[config.mk]
export PLATFORM = sky130hd
export DESIGN_NAME = bounce_step_sequencer
export DESIGN_NICKNAME = d
export VERILOG_FILES = /design/src/rtl/bounce_pkg.sv /design/src/rtl/bounce_tick_gen.sv /design/src/rtl/bounce_step_sequencer.sv
export SDC_FILE = /design/constraint.sdc
export NUM_CORES = 1
export LEC_CHECK = 0
export BUFFER_PORTS_ARGS = -buffer_cell sky130_fd_sc_hd__buf_4
export CAP_MARGIN = 20
export CELL_PAD_IN_SITES_DETAIL_PLACEMENT = 0
export CELL_PAD_IN_SITES_GLOBAL_PLACEMENT = 2
export CORE_AREA = 4 4 81 83
export CTS_CLUSTER_DIAMETER = 100
export DETAILED_ROUTE_END_ITERATION = 8
export DIE_AREA = 0 0 85 87
export GPL_TIMING_DRIVEN = 1
export PLACE_DENSITY = 0.83
export REMOVE_ABC_BUFFERS = 1
export SKIP_CTS_REPAIR_TIMING = 1
export SLEW_MARGIN = 10
export SYNTH_ARGS = -nofsm -noshare
export SYNTH_HDL_FRONTEND = slang
export SYNTH_SLANG_ARGS = --single-unit
[constraint.sdc]
create_clock -name CLOCK_50 -period 1.5 [get_ports CLOCK_50]
set_clock_uncertainty 0.05 [all_clocks]
set_input_delay 0.15 -clock CLOCK_50 [delete_from_list [all_inputs] [get_ports CLOCK_50]]
set_output_delay 0.15 -clock CLOCK_50 [all_outputs]
set_load 0.01 [all_outputs]
[src/rtl/bounce_pkg.sv]
// Shared types and constants for the bouncing-LED step sequencer and its physics datapath.
package bounce_pkg;

  typedef enum logic [2:0] {IDLE, INIT, KICK, VEL, POS, COLLIDE} bounce_state_t;

  localparam int TICK_CYCLES_DEFAULT = 1024;

  // Per-step velocity decrement in q8.24; the datapath alternates them under Delta_sel.
  localparam logic [31:0] DELTA_V_LOW  = 32'd3355;
  localparam logic [31:0] DELTA_V_HIGH = 32'd3356;

  function automatic bounce_state_t arbitrate(input logic restart_p,
                                              input logic kick_p,
                                              input logic tick_p);
    bounce_state_t s;
    if (restart_p)   s = INIT;
    else if (kick_p) s = KICK;
    else if (tick_p) s = VEL;
    else             s = IDLE;
    return s;
  endfunction

endpackage

[src/rtl/bounce_tick_gen.sv]
// Physics time-base: counts 0..TICK_CYCLES-1 and pulses terminal for one cycle at the last count.
module bounce_tick_gen #(
  parameter int TICK_CYCLES = 1024
) (
  input  logic CLOCK_50,
  input  logic Reset,
  input  logic clear,
  input  logic hold,
  output logic terminal
);

  localparam int CW = $clog2(TICK_CYCLES);
  localparam logic [CW-1:0] LAST = CW'(TICK_CYCLES - 1);

  logic [CW-1:0] count;

  always_ff @(posedge CLOCK_50) begin
    if (Reset || clear)
      count <= '0;
    else if (!hold)
      count <= (count == LAST) ? '0 : count + CW'(1);
  end

  // A held counter parked on the last value must not keep re-firing.
  assign terminal = (count == LAST) && !hold;

endmodule

[src/rtl/bounce_step_sequencer.sv]
// Step sequencer for the bouncing-LED physics datapath: arbitrates restart/kick/tick into one-cycle strobes.
// Optional SINGLE_STEP_EN adds Pause (holds the time-base) and Step_req (manual step).
module bounce_step_sequencer
  import bounce_pkg::*;
#(
  parameter int TICK_CYCLES = TICK_CYCLES_DEFAULT,
  parameter int STEP_CNT_W  = 16
) (
  input  logic                  CLOCK_50,
  input  logic                  Reset,
  input  logic                  Restart_req,
  input  logic                  Kick_req,
`ifdef SINGLE_STEP_EN
  input  logic                  Pause,
  input  logic                  Step_req,
`endif
  output logic                  Load_init,
  output logic                  Kick_strobe,
  output logic                  Vel_strobe,
  output logic                  Pos_strobe,
  output logic                  Collide_strobe,
  output logic                  Delta_sel,
  output logic                  Busy,
  output logic [STEP_CNT_W-1:0] Step_count,
  output logic                  Overrun
);

  bounce_state_t state, next_state;
  logic restart_pending, kick_pending, tick_pending;
  logic terminal, tick_set, hold, in_init;

`ifdef SINGLE_STEP_EN
  assign hold     = Pause;
  assign tick_set = terminal | Step_req;
`else
  assign hold     = 1'b0;
  assign tick_set = terminal;
`endif

  assign in_init = (state == INIT);

  bounce_tick_gen #(
    .TICK_CYCLES(TICK_CYCLES)
  ) u_tick_gen (
    .CLOCK_50 (CLOCK_50),
    .Reset    (Reset),
    .clear    (in_init),
    .hold     (hold),
    .terminal (terminal)
  );

  // KICK and COLLIDE re-arbitrate on their exit edge so a queued request costs no idle cycle.
  always_comb begin
    next_state = IDLE;
    case (state)
      IDLE, KICK, COLLIDE: next_state = arbitrate(restart_pending, kick_pending, tick_pending);
      INIT:                next_state = IDLE;
      VEL:                 next_state = POS;
      POS:                 next_state = COLLIDE;
      default:             next_state = IDLE;
    endcase
  end

  always_ff @(posedge CLOCK_50) begin
    if (Reset) begin
      state           <= IDLE;
      restart_pending <= 1'b0;
      kick_pending    <= 1'b0;
      tick_pending    <= 1'b0;
      Load_init       <= 1'b0;
      Kick_strobe     <= 1'b0;
      Vel_strobe      <= 1'b0;
      Pos_strobe      <= 1'b0;
      Collide_strobe  <= 1'b0;
      Busy            <= 1'b0;
      Delta_sel       <= 1'b0;
      Step_count      <= '0;
      Overrun         <= 1'b0;
    end else begin
      state           <= next_state;
      Load_init       <= (next_state == INIT);
      Kick_strobe     <= (next_state == KICK);
      Vel_strobe      <= (next_state == VEL);
      Pos_strobe      <= (next_state == POS);
      Collide_strobe  <= (next_state == COLLIDE);
      Busy            <= (next_state != IDLE);

      // A new request in the same cycle as its clear always survives.
      restart_pending <= Restart_req | (restart_pending & (next_state != INIT));
      kick_pending    <= Kick_req | (kick_pending & (next_state != KICK) & !in_init);
      tick_pending    <= tick_set | (tick_pending & (next_state != VEL) & !in_init);
      Overrun         <= (tick_set & tick_pending) | (Overrun & !in_init);

      if (in_init) begin
        Delta_sel  <= 1'b0;
        Step_count <= '0;
      end else if (state == COLLIDE) begin
        Delta_sel  <= ~Delta_sel;
        Step_count <= Step_count + STEP_CNT_W'(1);
      end
    end
  end

endmodule
* Yosys cells after proc, flatten, opt, wreduce, memory -nomap -nowiden
Index checks and enable logic that the tools add are counted.
** Cells by class
- Div/mod/pow operators :: 0
- Multiplexer cells :: 4
- Reduce and logical (&&, ||, !) cells :: 7
- $lt $le $gt $ge :: 0
- Bitwise gates (word level) :: 12
- Equal/unequal tests :: 14
- Multipliers :: 0
- Shifts and indexed selects :: 0
- Add/sub/neg operators :: 2
** Operator list (count)
- 16-bit by 1-bit adder with 16-bit output, second input constant :: 1
- 3-bit by 2-bit equality test with 1-bit output, second input constant :: 4
- 3-bit equality test, second input constant :: 4
- 10-bit by 1-bit adder with 10-bit output, second input constant :: 1
- 10-bit equality test, second input constant :: 1
- 3-bit case mux with 3 select lines :: 1
- 1-bit bitwise AND :: 7
- 3-bit by 1-bit equality test with 1-bit output, second input constant :: 2
- 2-bit two-way mux :: 3
- 3-bit by 2-bit inequality test with 1-bit output, second input constant :: 2
- 1-bit OR :: 4
- 2-bit OR reduction :: 2
- 3-bit logical NOT :: 1
- 3-bit by 1-bit inequality test with 1-bit output, second input constant :: 1
- 3-bit nonzero test :: 1
- 3-bit OR reduction :: 1
- 1-bit logical NOT :: 1
- 1-bit logical OR :: 1
- 1-bit NOT :: 1
** Word-level totals
- Memory bits (read-only) :: 0
- Latch bits :: 0
- Register bits :: 40
- Memories kept :: 0
- Memory bits (writable) :: 0

* Longest topological paths before layout
Gate-level depths: netlist of the first run.
- Word-level depth :: 8
- Gate-level depth with buffers :: 6

* Cells and area by module
A second synthesis of the first run with hierarchy kept.
** Unflattened totals
- Cell total of the unflattened synthesis :: 206
- Area, all modules :: 1811.7 um^2
** Modules (own cells, without submodules)
- bounce_step_sequencer :: sequential area each 600.6 um^2, cells an instance 151, area each 1323.8 um^2, instances 1
- bounce_tick_gen :: sequential area each 200.2 um^2, cells an instance 55, area each 488.0 um^2, instances 1

* Least setup slack after synthesis of the first run
Ideal clock, no wire load.
- Kind :: register to register
- Start :: register u_tick_gen.count[0]
- End :: register u_tick_gen.count[2]
- Path slack :: -62 ps
- Cell stages (with the launch flop) :: 7
- Buffers on the path :: 1
- Clock period less this slack :: 1562 ps
- Data arrival time :: 1397 ps
- Cells stage by stage :: dfxtp_1 -> ha_1 -> nand3_1 -> nor4_1 -> nand2b_1 -> buf_2 -> nor2_1
** On the way
- Cells in the longest elaborated chain, start to end :: 2
** RTL lines
- start: declaration :: RTL line bounce_tick_gen.sv:15 : logic [CW-1:0] count;
- start signal: assignment :: RTL line bounce_tick_gen.sv:21 : count <= (count == LAST) ? '0 : count + CW'(1);
- branches (longest 2 deep; another with 10-bit by 1-bit adder with 10-bit output)
Parallel ways; which one is timed is not known.
A chain may end at the register's enable or synchronous reset.

* Worst setup path after layout of the first run
- Start :: register state[2]
- End :: register kick_pending
** On the way
- Cells in the longest elaborated chain, start to end :: 7
** RTL lines
- start: declaration :: RTL line bounce_step_sequencer.sv:28 : bounce_state_t state, next_state;
- start signal: assignment :: RTL line bounce_step_sequencer.sv:80 : state <= next_state;
- 3-bit equality test (tied with other cells) :: RTL line bounce_step_sequencer.sv:55 : case (state)
- 3-bit OR reduction :: RTL line bounce_step_sequencer.sv:55
- 3-bit case mux with 3 select lines :: RTL line bounce_step_sequencer.sv:55
- 3-bit by 2-bit inequality test with 1-bit output :: RTL line bounce_step_sequencer.sv:90 : kick_pending <= Kick_req | (kick_pending & (next_state != KICK) & !in_init);
- 1-bit bitwise AND :: RTL line bounce_step_sequencer.sv:90
- 1-bit bitwise AND * :: RTL line bounce_step_sequencer.sv:90
- 1-bit OR * :: RTL line bounce_step_sequencer.sv:90
- end signal: assignment :: RTL line bounce_step_sequencer.sv:90
- end: declaration :: RTL line bounce_step_sequencer.sv:29 : logic restart_pending, kick_pending, tick_pending;
Mark *: on every way between the ends. The rest lies on a longest branch, timed or not.

==> results of run 1 <==
==> layer usage <==
layer	GRT usage (%)	wire length [um]
met1	13.71	1875
met2	16.60	1626
met3	4.163	200
met4	4.317	71
met5	0	0
==> through the flow <==
stage | setup WS [ns] | instances | setup TNS [ns]
6_report | 0.05090 | 326 | 0
4_1_cts | 0.007968 | 324 | 0
3_3_place_gp | 0.05828 | 316 | 0
5_1_grt | -0.02022 | 326 | -0.05307
2_1_floorplan | -0.06780 | 182 | -0.5340
3_5_place_dp | 0.04312 | 316 | 0
==> placed cells by master, fill, tap and decap left out, types with 5 or more instances in the layout <==
cell type  instances
inv_1              5
nand3_1           10
xnor2_1           11
nand4_1            5
dfxtp_1           37
clkbuf_8           5
nor3_1             5
a21oi_1            6
buf_4             61
nand2b_1           6
nand2_1           14
nor2_1            27
xor2_1             7
==> final timing paths <==
kind / startpoint / end / slack (ns) / depth (start not counted)
worst max-delay path: state[2] / kick_pending / 0.05 / 4
worst min-delay path: Kick_req / kick_pending / 0.02 / 2
worst max register to register: state[2] / kick_pending / 0.05 / 4
worst min register to register: Step_count[15] / Step_count[15] / 0.43 / 2
==> power by group <==
| part | internal, mW | total [mW] | switching, mW |
|---|---|---|---|
| combinational | 0.0863 | 0.169 | 0.0822 |
| clock | 0.832 | 1.22 | 0.389 |
| sequential | 1.09 | 1.10 | 0.0182 |
==> cell type report <==
cell class | instances | area (sq um) | share of cell area (%)
clock inverters | 3 | 90.09 | 3.711
repair buffers | 61 | 457.9 | 18.87
multi-input cells | 137 | 890.9 | 36.70
flip-flops and latches | 40 | 807.0 | 33.25
well taps | 75 | 93.84 | 3.866
clock buffers | 5 | 68.82 | 2.835
inverters | 5 | 18.77 | 0.7732
==> logic make-up (layout without fill, tap and decap cells) <==
logic type | Yosys count | in the layout | share of synthesized area, %
AND/OR/NAND/NOR | 93 | 93 | 29.56
flip-flops | 40 | 40 | 46.48
AO/OA/AOI/OAI | 20 | 20 | 7.917
XOR/XNOR | 18 | 18 | 9.150
buffers and inverters | 12 | 74 | 3.123
multiplexers | 4 | 4 | 2.324
adder cells (fa/ha/maj) | 2 | 2 | 1.452
==> critical path, delay by kind of cell (launching register included) <==
family             cells  cell delay (ns)
and+or+nand+nor        2             0.39
AOI/OAI and AO/OA      2             0.55
DFF                    1             0.36
==> results.txt, run 1 <==
starting density of the core: 29.45%
CTS buffer count: 5
GRT overflow: 0
Max H-tree Level: 2
Max-Cap Viols: 0
Largest register FFs: 16
vias in the first global route: 1389
CTS tree: done
Max clock buf depth: 2
DR pass1 iterations: 4
share of layout cells above drive strength 1: 32.27%
Critical Path, Cell by Cell: or2_1 > a211o_1 > nand2b_1 > a32o_1
critical path arrival: 1.59 ns
cell area after layout: 0.002427 sq mm
synth unique cells: 38
Post-Place Cell Area: 0.002225 sq mm
worst hold slack: 0.01839 ns
Setup Viol. Count Final: 0
Layout Utilization: 41.49%
DP HPWL: 2785 um
via/cell ratio: 4.537
crit end category: flop
Synth async-reset ratio: 0%
dominant cells by area after synthesis: dfxtp_1, nor2_1, xnor2_1
Setup crit start kind: flop
top cell type's share of synthesized area: 46.48%
Peak VDD IR: 0.0004355 V
number of remaining DRC errors: 0
Crit Path Category: flop to flop
n_diodes: 0
WL/cell: 11.58 um
Slew @ Worst Pin: 0.3463 ns
core box area: 0.005851 sq mm
RSZ-0062 raised after global routing: yes
Routed WL: 3774 um
largest stage delay on the critical path: 0.36 ns
post-layout minimum cycle time: 1.449 ns
clk_lat worst skew: 0.29 ns
Worst Path Required: 1.64 ns
Final Wtd Congestion: 0.7542
Leak Pwr: 1.062 nW
Yosys top cell by area: dfxtp_1
largest registers: Step_count (16), u_tick_gen.count (10), state (3)
Design Power: 2.494 mW
Area growth syn-to-layout: 40.89%
filler instances: 596
DRT iter0 DRCs: 51
initial antenna violation count: 0
row cnt: 28
endpoints failing hold: 0
nets: 256
GRT Total Usage: 10.83%
I/O Buffers: 27
cell with the most instances after synthesis: dfxtp_1
post-route ant nets: 0
Die Span Y: 87 um
Worst-path clk slew: 0.08 ns
Syn Area/Cell: 9.116 sq um
Slew Limit Fails: 0
Post-synth top flop: dfxtp_1
die extent in x: 85 um
final worst path period share: 96.61%
Post-Synthesis Cells: 189
Root Buffer: clkbuf_8
flip-flop and latch count after synthesis: 40
most frequent cells after synthesis: dfxtp_1, nor2_1, nand2_1, xnor2_1, nand3_1
Cell Pwr Density: 1027 mW/mm^2
Seq/Total Area, Yosys: 46.48%
Clock Sinks: 40
Fmax: 690.1 MHz
vias: 1479
worst-path fanout max: 4
relative slew slack: 76.62%
I/O pins: 28
Post-synth EDFFs: 0
register name with the most flops: Step_count
Mapped Area: 0.001723 sq mm
Hold Path Class: input pin to flop
Yosys warnings: 0
status: finished, final reports clean
Die Area: 0.007395 sq mm
first-pass GRT wire length: 6230 um
largest net degree at the start of global routing: 15
slowest CP cell: dfxtp_4
No activity file was read; power rests on OpenSTA's default activity.
==> run 2, diff against run 1 <==
--- a/config.mk
+++ b/config.mk
@@ -14,7 +14,7 @@
 export DETAILED_ROUTE_END_ITERATION = 8
 export DIE_AREA = 0 0 85 87
 export GPL_TIMING_DRIVEN = 1
-export PLACE_DENSITY = 0.83
+export PLACE_DENSITY = 0.71
 export REMOVE_ABC_BUFFERS = 1
 export SKIP_CTS_REPAIR_TIMING = 1
 export SLEW_MARGIN = 10
==> results.txt, run 2 (same netlist as run 1, synthesis figures left out) <==
status: finished, final reports clean
DP Cell Count: 316
Max H-tree Level: 2
starting density of the core: 29.45%
relative slew slack: 74.45%
vias in the first global route: 1452
number of remaining DRC errors: 0
GRT Total Usage: 11.43%
n_diodes: 0
vias: 1501
Final Wtd Congestion: 0.7201
DR pass1 iterations: 4
endpoints failing hold: 0
Max-Cap Viols: 0
I/O pins: 28
Root Buffer: clkbuf_8
pre-CTS setup slack: 0.04118 ns
Hold Path Class: input pin to flop
crit end category: flop
largest net degree at the start of global routing: 15
Area growth syn-to-layout: 37.40%
Layout Utilization: 40.46%
die extent in x: 85 um
Cell Pwr Density: 820.6 mW/mm^2
Largest register FFs: 16
Die Area: 0.007395 sq mm
I/O Buffers: 27
cell area after layout: 0.002367 sq mm
largest registers: Step_count (16), u_tick_gen.count (10), state (3)
Setup crit start kind: flop
Setup Viol. Count Final: 0
worst hold slack: 0.02697 ns
DRT iter0 DRCs: 54
Design Power: 1.943 mW
Slew Limit Fails: 0
DP HPWL: 2931 um
WL/cell: 12.10 um
final worst path period share: 94.06%
Worst-path clk slew: 0.07 ns
initial antenna violation count: 0
GRT overflow: 0
TNS Setup: 0 ns
nets: 255
worst-path fanout max: 4
CTS buffer count: 5
register name with the most flops: Step_count
first-pass GRT wire length: 6727 um
Finished Layout Cells: 324
post-route ant nets: 0
Max clock buf depth: 2
row cnt: 28
post-layout minimum cycle time: 1.411 ns
via/cell ratio: 4.633
Die Span Y: 87 um
Peak VDD IR: 0.0004627 V
commonest non-fill, non-tap cell in the layout: buf_4
Routed WL: 3920 um
Post-Place Cell Area: 0.002225 sq mm
Leak Pwr: 1.037 nW
Clock Sinks: 40
Crit Path Category: flop to flop
Worst Path Required: 1.63 ns
Final WS setup: 0.08914 ns
Fmax: 708.8 MHz
RSZ-0062 raised after global routing: no
Slew @ Worst Pin: 0.3784 ns
most frequent cells in the layout: buf_4, dfxtp_1, nor2_1
clk_lat worst skew: 0.29 ns
share of layout cells above drive strength 1: 31.73%
core box area: 0.005851 sq mm
CTS tree: done
critical path arrival: 1.54 ns
==> run 2: changes by cell type in the layout (fill, tap and decap cells not counted), sizes merged <==
cell	previous run	this run
buf	61	60
bufinv	3	0
clkbuf	5	6
clkinv	0	1
==> run 2: layout make-up <==
type | count | area [sq um]
Fill cell | 613 | 3483
Multi-Input combinational cell | 137 | 907.1
Sequential cell | 40 | 807.0
Timing Repair Buffer | 60 | 462.9
Tap cell | 75 | 93.84
Clock buffer | 6 | 72.57
Inverter | 5 | 18.77
Clock inverter | 1 | 5.005
==> run 2: metal layers <==
layer / up-vias / part of all wire [%] / GRT usage [%] / routed length, um
met2: 28 / 45 / 17.80 / 1762
met5: - / 0 / 0 / 0
met4: 0 / 0.97 / 4.748 / 38
met1: 695 / 49 / 14.63 / 1906
met3: 2 / 5.4 / 3.595 / 211
li1: 776 / - / - / -
==> run 2: worst max-delay path, cell delays in order, from the launching register on <==
cell,delay (ns)
dfxtp_4,0.36
or2_1,0.23
a211o_1,0.27
nand2b_1,0.14
a32o_1,0.25
==> run 2: path summary, 6_finish.rpt <==
| path | start | end | slack, ns | cells past startpoint |
|---|---|---|---|---|
| worst max-delay path | state[2] | kick_pending | 0.09 | 4 |
| worst max register to register | state[2] | kick_pending | 0.09 | 4 |
| worst min register to register | Step_count[15] | Step_count[15] | 0.43 | 2 |
| worst min-delay path | Kick_req | kick_pending | 0.03 | 2 |
==> run 2: report_power, final <==
part           leakage [nW]  switching (mW)  internal [mW]  total, mW
registers             0.326          0.0189           1.09       1.11
clock network        0.0410           0.350          0.316      0.666
logic                 0.670          0.0835         0.0873      0.171
total                  1.04           0.452           1.49       1.94
==> run 3, diff against run 2 <==
--- a/config.mk
+++ b/config.mk
@@ -13,7 +13,7 @@
 export CTS_CLUSTER_DIAMETER = 100
 export DETAILED_ROUTE_END_ITERATION = 8
 export DIE_AREA = 0 0 85 87
-export GPL_TIMING_DRIVEN = 1
+export GPL_TIMING_DRIVEN = 0
 export PLACE_DENSITY = 0.71
 export REMOVE_ABC_BUFFERS = 1
 export SKIP_CTS_REPAIR_TIMING = 1
==> results.txt, run 3 (same netlist as run 1, synthesis figures left out) <==
row cnt: 28
n_diodes: 0
share of layout cells above drive strength 1: 36.67%
post-route ant nets: 0
GRT Total Usage: 11.18%
Final Wtd Congestion: 0.6911
worst hold slack: 0.01841 ns
vias: 1485
DR pass1 iterations: 4
Critical Path, Cell by Cell: or2_4 > a211o_4 > nand2b_4 > a32o_1
worst r2r dst: kick_pending
critical path arrival: 1.63 ns
Hold Path Class: input pin to flop
I/O Buffers: 27
Critical R2R Launch: state[0]
Crit Path Category: flop to flop
crit end category: flop
Critical Path Source: state[0]
starting density of the core: 29.45%
worst-path fanout max: 6
Cell Pwr Density: 851.2 mW/mm^2
Layout Utilization: 40.53%
Worst-path clk slew: 0.08 ns
filler instances: 606
Routed WL: 4183 um
Setup Viol. Count Final: 0
TNS Setup: 0 ns
Worst Path Required: 1.64 ns
I/O pins: 28
Setup crit start kind: flop
endpoints failing hold: 0
CTS buffer count: 5
core box area: 0.005851 sq mm
Max clock buf depth: 2
Worst setup endpoint: kick_pending
die extent in x: 85 um
WL/cell: 13.28 um
Max-Cap Viols: 0
worst reg2reg path depth: 4
commonest non-fill, non-tap cell in the layout: buf_4
Largest register FFs: 16
RSZ-0062 raised after global routing: yes
Max H-tree Level: 2
post-layout minimum cycle time: 1.490 ns
Slew @ Worst Pin: 0.4528 ns
Fmax: 671.2 MHz
relative slew slack: 69.81%
final worst path period share: 99.33%
GRT overflow: 0
Clock Sinks: 40
Die Area: 0.007395 sq mm
Root Buffer: clkbuf_8
DRT iter0 DRCs: 53
largest stage delay on the critical path: 0.38 ns
first-pass GRT wire length: 6706 um
largest net degree at the start of global routing: 15
DP HPWL: 2675 um
Leak Pwr: 1.013 nW
Die Span Y: 87 um
nets: 245
Area growth syn-to-layout: 37.62%
Slew Limit Fails: 0
vias in the first global route: 1370
Design Power: 2.018 mW
via/cell ratio: 4.714
status: finished, final reports clean
slowest CP cell: dfxtp_4
most frequent cells in the layout: buf_4, nor2_1, dfxtp_1
reg2reg setup slack: 0.01 ns
register name with the most flops: Step_count
Peak VDD IR: 0.0003320 V
clk_lat worst skew: 0.29 ns
number of remaining DRC errors: 0
initial antenna violation count: 0
CTS tree: done
largest registers: Step_count (16), u_tick_gen.count (10), state (3)
==> run 3: layout make-up <==
type	count	area, sq um	area share, %
inverters	5	18.77	0.7916
multi-input cells	138	965.9	40.74
clock inverters	2	10.01	0.4222
well taps	75	93.84	3.958
flip-flops and latches	40	833.3	35.15
clock buffers	6	82.58	3.483
repair buffers	49	366.6	15.46
==> run 3: worst min path at each step <==
stage | startpoint | endpoint | slack [ns] | depth (start not counted)
floorplan | Reset | Step_count[1] | 0.17 | 1
detailed placement | Kick_req | kick_pending | 0.32 | 2
global placement | Kick_req | kick_pending | 0.32 | 2
CTS | Kick_req | kick_pending | 0.009 | 2
global route | Kick_req | kick_pending | 0.03 | 2
finish | Kick_req | kick_pending | 0.02 | 2
==> run 3: layer usage <==
metal / vias to the layer above / track usage [%] / part of all wire, %
met3: 5 / 2.649 / 4.4
li1: 758 / - / -
met1: 690 / 15.35 / 51
met4: 0 / 4.317 / 1.6
met2: 32 / 16.95 / 43
met5: - / 0 / 0
==> run 3: power breakdown <==
group | internal [mW] | switching (mW) | total (mW)
registers | 1.08 | 0.0250 | 1.10
logic | 0.0840 | 0.0866 | 0.171
clock network | 0.367 | 0.376 | 0.744
==> run 3: worst max-delay path: cells and delay by family (launching register included) <==
family,cells,cell delay [ns]
compound gates,2,0.56
flops,1,0.38
simple gates,2,0.40
==> run 3: per-stage QoR <==
stage / instance area (sq um) / instances / setup WS [ns]
after CTS: 2088 / 293 / -0.4593
after detailed placement: 1996 / 285 / -0.4449
after global routing: 2371 / 315 / -0.02677
final: 2371 / 315 / 0.01008
after global placement: 1984 / 284 / -0.4951
after floorplan: 1688 / 182 / -0.06780
